==> src/rtl/ctrl_seq.sv <==
// Processor control sequencer: PRAM boot load, fetch/decode/execute, vectored maskable IRQs, HALT.
// Optional ALU_WAIT timeout with sticky err_o when CTRL_SEQ_ALU_TIMEOUT_EN is defined.
module ctrl_seq #(
  parameter int unsigned INSTR_WIDTH   = 16,
  parameter int unsigned ADDR_WIDTH_PC = 12,
  parameter int unsigned PRAM_DEPTH    = 4096,
  parameter int unsigned OPCODE_LGNT   = 8,
  parameter int unsigned ADDR_WIDTH_OP = 4,
  parameter int unsigned IRQ_NUM       = 4,
  parameter logic [ADDR_WIDTH_PC-1:0] IRQ_BASE = 12'hF00,
  parameter int unsigned ALU_TIMEOUT   = 16
) (
  input  logic                     clk_i,
  input  logic                     a_reset_h,
  input  logic                     init_valid_i,
  input  logic [INSTR_WIDTH-1:0]   init_data_i,
  input  logic [INSTR_WIDTH-1:0]   pram_data_i,
  output logic [ADDR_WIDTH_PC-1:0] pram_adr_o,
  output logic                     pram_we_o,
  output logic [INSTR_WIDTH-1:0]   pram_wdata_o,
  output logic                     init_mode_o,
  input  logic [IRQ_NUM-1:0]       irq_i,
  input  logic [IRQ_NUM-1:0]       irq_mask_i,
  output logic [IRQ_NUM-1:0]       irq_ack_o,
  input  logic                     alu_valid_i,
  output logic [OPCODE_LGNT-1:0]   alu_op_o,
  output logic [ADDR_WIDTH_OP-1:0] adr_a_o,
  output logic [ADDR_WIDTH_OP-1:0] adr_b_o,
  output logic                     regfile_we_o,
  output logic                     wb_start_o,
  output logic                     wb_we_o,
  input  logic                     wb_ack_i,
  output logic                     halted_o,
  output logic                     err_o
);

  localparam int unsigned IDXW = (IRQ_NUM > 1) ? $clog2(IRQ_NUM) : 1;
  localparam logic [ADDR_WIDTH_PC-1:0] LAST = ADDR_WIDTH_PC'(PRAM_DEPTH - 1);

  typedef enum logic [3:0] {
    S_INIT, S_FETCH, S_DECODE, S_EXEC, S_ALU_WAIT,
    S_WB_REQ, S_WB_WAIT, S_IRQ, S_HALT
  } state_t;

  state_t                   state;
  logic [ADDR_WIDTH_PC-1:0] cnt, pc, epc;
  logic [INSTR_WIDTH-1:0]   ir;
  logic                     ien;
  logic [IDXW-1:0]          irq_idx, irq_sel;
  logic [IRQ_NUM-1:0]       pend;
  logic                     irq_found;
  logic [3:0]               cls;
  logic                     alu_expired;

  assign cls = ir[INSTR_WIDTH-1 -: 4];

  // Lowest unmasked pending channel wins.
  always_comb begin
    pend      = irq_i & ~irq_mask_i;
    irq_sel   = '0;
    irq_found = 1'b0;
    for (int unsigned i = 0; i < IRQ_NUM; i++) begin
      if (pend[i] && !irq_found) begin
        irq_sel   = IDXW'(i);
        irq_found = 1'b1;
      end
    end
  end

`ifdef CTRL_SEQ_ALU_TIMEOUT_EN
  localparam int unsigned TW = $clog2(ALU_TIMEOUT + 1);
  logic [TW-1:0] alu_cnt;
  logic          err_q;

  // A valid on the last counted cycle still wins over the timeout.
  assign alu_expired = (state == S_ALU_WAIT) && !alu_valid_i &&
                       (alu_cnt == TW'(ALU_TIMEOUT - 1));

  always_ff @(posedge clk_i or posedge a_reset_h) begin
    if (a_reset_h) begin
      alu_cnt <= '0;
      err_q   <= 1'b0;
    end else begin
      if (state == S_ALU_WAIT) alu_cnt <= alu_cnt + 1'b1;
      else                     alu_cnt <= '0;
      if (alu_expired) err_q <= 1'b1;
    end
  end

  assign err_o = err_q;
`else
  assign alu_expired = 1'b0;
  assign err_o       = 1'b0;
`endif

  always_ff @(posedge clk_i or posedge a_reset_h) begin
    if (a_reset_h) begin
      state   <= S_INIT;
      cnt     <= '0;
      pc      <= '0;
      epc     <= '0;
      ir      <= '0;
      ien     <= 1'b1;
      irq_idx <= '0;
    end else begin
      unique case (state)
        S_INIT: if (init_valid_i) begin
          if (cnt == LAST) begin
            state <= S_FETCH;
            pc    <= '0;
          end else begin
            cnt <= cnt + 1'b1;
          end
        end
        S_FETCH: if (ien && irq_found) begin
          irq_idx <= irq_sel;
          state   <= S_IRQ;
        end else begin
          state <= S_DECODE;
        end
        S_DECODE: begin
          ir    <= pram_data_i;
          pc    <= pc + 1'b1;
          state <= S_EXEC;
        end
        S_EXEC: begin
          unique case (cls)
            4'd1:       state <= S_ALU_WAIT;
            4'd2, 4'd3: state <= S_WB_REQ;
            4'd4: begin
              pc    <= ir[ADDR_WIDTH_PC-1:0];
              state <= S_FETCH;
            end
            4'd6: begin
              pc    <= epc;
              ien   <= 1'b1;
              state <= S_FETCH;
            end
            4'd7:    state <= S_HALT;
            default: state <= S_FETCH;
          endcase
        end
        S_ALU_WAIT: begin
          if (alu_valid_i)      state <= S_FETCH;
          else if (alu_expired) state <= S_HALT;
        end
        S_WB_REQ:  state <= S_WB_WAIT;
        S_WB_WAIT: if (wb_ack_i) state <= S_FETCH;
        S_IRQ: begin
          epc   <= pc;
          pc    <= IRQ_BASE + ADDR_WIDTH_PC'(irq_idx);
          ien   <= 1'b0;
          state <= S_FETCH;
        end
        S_HALT:  state <= S_HALT;
        default: state <= S_INIT;
      endcase
    end
  end

  // Outputs decode from registered state; the strobes follow their handshake inputs in-cycle.
  always_comb begin
    init_mode_o  = (state == S_INIT);
    pram_adr_o   = (state == S_INIT) ? cnt : pc;
    pram_we_o    = (state == S_INIT) && init_valid_i;
    pram_wdata_o = (state == S_INIT) ? init_data_i : '0;
    irq_ack_o    = (state == S_IRQ) ? (IRQ_NUM'(1) << irq_idx) : '0;
    alu_op_o     = ir[INSTR_WIDTH-1 -: OPCODE_LGNT];
    adr_a_o      = ir[2*ADDR_WIDTH_OP-1:ADDR_WIDTH_OP];
    adr_b_o      = ir[ADDR_WIDTH_OP-1:0];
    regfile_we_o = ((state == S_EXEC) && (cls == 4'd0)) ||
                   ((state == S_ALU_WAIT) && alu_valid_i) ||
                   ((state == S_WB_WAIT) && wb_ack_i && (cls == 4'd2));
    wb_start_o   = (state == S_WB_REQ);
    wb_we_o      = ((state == S_WB_REQ) || (state == S_WB_WAIT)) && (cls == 4'd3);
    halted_o     = (state == S_HALT);
  end

endmodule

==> config.mk <==
export PLATFORM = sky130hd
export DESIGN_NAME = ctrl_seq
export DESIGN_NICKNAME = d
export VERILOG_FILES = /design/src/rtl/ctrl_seq.sv
export SDC_FILE = /design/constraint.sdc
export NUM_CORES = 1
export LEC_CHECK = 0
export CORE_UTILIZATION = 48
export DETAILED_ROUTE_END_ITERATION = 8
export PLACE_DENSITY = 0.92
export SYNTH_ARGS = -nofsm -noshare
export SYNTH_HDL_FRONTEND = slang
export SYNTH_SLANG_ARGS = --single-unit
export TNS_END_PERCENT = 50
==> constraint.sdc <==
create_clock -name clk_i -period 2.5 [get_ports clk_i]
set_input_delay 0.375 -clock clk_i [delete_from_list [all_inputs] [get_ports clk_i]]
set_output_delay 0.375 -clock clk_i [all_outputs]
set_load 0.1 [all_outputs]
==> flow_metrics.env <==
export IMPL_fmax_mhz=416
export IMPL_clock_skew_ns=0.00936
export IMPL_timing_setup_tns_ns=0
export IMPL_overflow=0
export IMPL_drive_above_1_share=0.243
export IMPL_top_level_ports=100
export IMPL_dieArea_um2=7420
export IMPL_synth_edf_count=0
export IMPL_yosysTopAreaCellShare=0.427
export IMPL_avgSynthCellArea_um2=8.33
export IMPL_cp_end_kind="primary output"
export IMPL_run_status="completed"
export IMPL_synthArstFlopShare=1.00
export IMPL_setup_violations=0
export IMPL_numCtsBuffers=9
export IMPL_drt_iter0_markers=291
export IMPL_grt_pass1_vias=3428
export IMPL_yosysTopAreaCell="dfrtp_1"
export IMPL_dp_cells=593
export IMPL_io_buffers=98
export IMPL_final_net_count=556
export IMPL_ys_seq_elements=59
export IMPL_rows=30
export IMPL_cts_root_buffer="clkbuf_8"
export IMPL_clkLatencyLatePin_ns=0.36
export IMPL_initial_core_util=0.497
export IMPL_dpl_hpwl_um=7270
export IMPL_synth_area_top_cells="dfrtp_1 (43%), nand2_1 (15%), and2_1 (3.3%), mux2_2 (3.0%), xnor2_1 (2.6%)"
export IMPL_drc=0
export IMPL_fin_util=0.759
export IMPL_antenna_found_initial=0
export IMPL_mappedNetlistArea_um2=3400
export IMPL_grtUsageTotal=0.289
export IMPL_vias=3512
export IMPL_start_kind="flip-flop"
export IMPL_die_w_um=86.1
export IMPL_ant_nets=0
export IMPL_fin_cells=610
export IMPL_critPathArrivalTime_ns=2.03
export IMPL_via_per_inst=5.76
export IMPL_die_height_um=86.1
export IMPL_final_common_cell="nand2_1"
export IMPL_maxCapViolCount=0
export IMPL_fillers=441
export IMPL_period_share=0.961
export IMPL_ys_seq_area_frac=0.435
export IMPL_grt_max_degree=38
export IMPL_synth_nets=455
export IMPL_rsz0062_at_grt="false"
export IMPL_cp_data_required_time_ns=2.12
export IMPL_criticalPathCategory="reg -> out"
export IMPL_min_path_type="in -> async"
export IMPL_synth_warnings=0
export IMPL_syn_inst=408
export IMPL_tightestPinTransition_ns=0.722
export IMPL_synth_ff_type="dfrtp_1"
export IMPL_cts_buffer_depth=2
export IMPL_area_delta_synth_final_pct=52.5
export IMPL_cp_max_fo=9
export IMPL_cts_tree="yes"
export IMPL_whs_ns=0.382
export IMPL_grt_pass1_wl_um=16400
export IMPL_hold_viol=0
export IMPL_cts_clk_slew_worst_paths_ns=0.08
export IMPL_coreArea_um2=6830
export IMPL_period_needed_ns=2.40
export IMPL_n_antenna_cell=0
export IMPL_wl_um=10100
export IMPL_gp_congestion=0.994
export IMPL_slew_violations=0
export IMPL_routedWlPerCell_um=16.6
export IMPL_yosysUniqueCellTypes=53
export IMPL_dr_pass1_iters=6
export IMPL_htreeDepth=3
export IMPL_cts_sinks=59
export IMPL_final_cell_mix="nand2_1 (137), dfrtp_1 (53), clkdlybuf4s50_1 (44)"
export IMPL_slew_limit_headroom=0.516
-- cells by family (layout without fill, tap and decap cells) --
family,count (synthesis),after routing,synth area share
AOI/OAI and AO/OA,55,55,0.117
DFF,59,59,0.435
adders and majority gates,2,2,0.00736
and+or+nand+nor,236,236,0.324
muxes,15,15,0.0475
other,1,1,0.00110
buffers and inverters,28,134,0.0364
xor gates and xnor gates,12,12,0.0309
-- flip-flops by register name (all words and copies together), names as in the netlist --
register  flops
ir           16
state         4
cnt          12
epc          12
irq_idx       2
pc           12
ien           1
-- stage by stage --
step / setup WS (ns) / cell area [µm²]
2_1_floorplan: -0.384 / 3500
3_3_place_gp: 0.383 / 4960
3_5_place_dp: 0.260 / 4960
4_1_cts: 0.0140 / 5160
5_1_grt: 0.0347 / 5180
6_report: 0.0983 / 5180
-- worst paths after layout --
path,startpoint,to,slack [ns],cells after the start
hold reg to reg,epc[2],epc[2],0.48,2
hold / removal,a_reset_h,cnt[4],0.38,2
min in group clk_i,epc[2],epc[2],0.48,2
setup reg to reg,state[3],cnt[10],0.36,7
max in group asynchronous,a_reset_h,state[2],1.51,3
setup / recovery,state[3],regfile_we_o,0.1,5
-- layout make-up --
type                       instances  area (µm²)  share of cell area
multi-input combinational        321        1910               0.369
sequential                        59        1480               0.286
timing repair buffer             111        1440               0.279
clock buffer                       9         124              0.0239
tap                               96         120              0.0232
clock inverter                     7        68.8              0.0133
inverter                           7        30.0             0.00579
-- repair_timing --
action / CTS / global route
hold buffers: 0 / 0
resized for setup: 4 / 3
buffers inserted: 0 / 1
setup endpoints to repair: 21 / 1
pin swaps: 0 / 1
endpoints found under the hold margin: 0 / 0
gates cloned: 0 / 0
-- per-layer routing --
metal | GRT usage | part of all wire
met5 | 0 | 0
met3 | 0.0616 | 0.084
met2 | 0.474 | 0.51
met4 | 0.180 | 0.035
met1 | 0.348 | 0.37
-- worst max-delay path, cell delays in order, from the launching register on --
cell and delay, ns:
dfrtp_2 0.50, inv_1 0.24, nand2_1 0.20, or3_1 0.43, o31ai_4 0.09, buf_12 0.21
-- synthesized netlist by cell type, drive strengths merged, types with 8 or more instances --
library cell / instances
nand2: 140
xnor2: 10
mux2: 9
nand3: 10
nor2: 23
o31ai: 8
dfrtp: 58
nand4: 9
and2: 18
clkbuf: 15
o21ai: 14
Power is left out: the tool's default activity adds up to more than one toggle a clock period on the data nets, which glitch-free logic cannot reach.
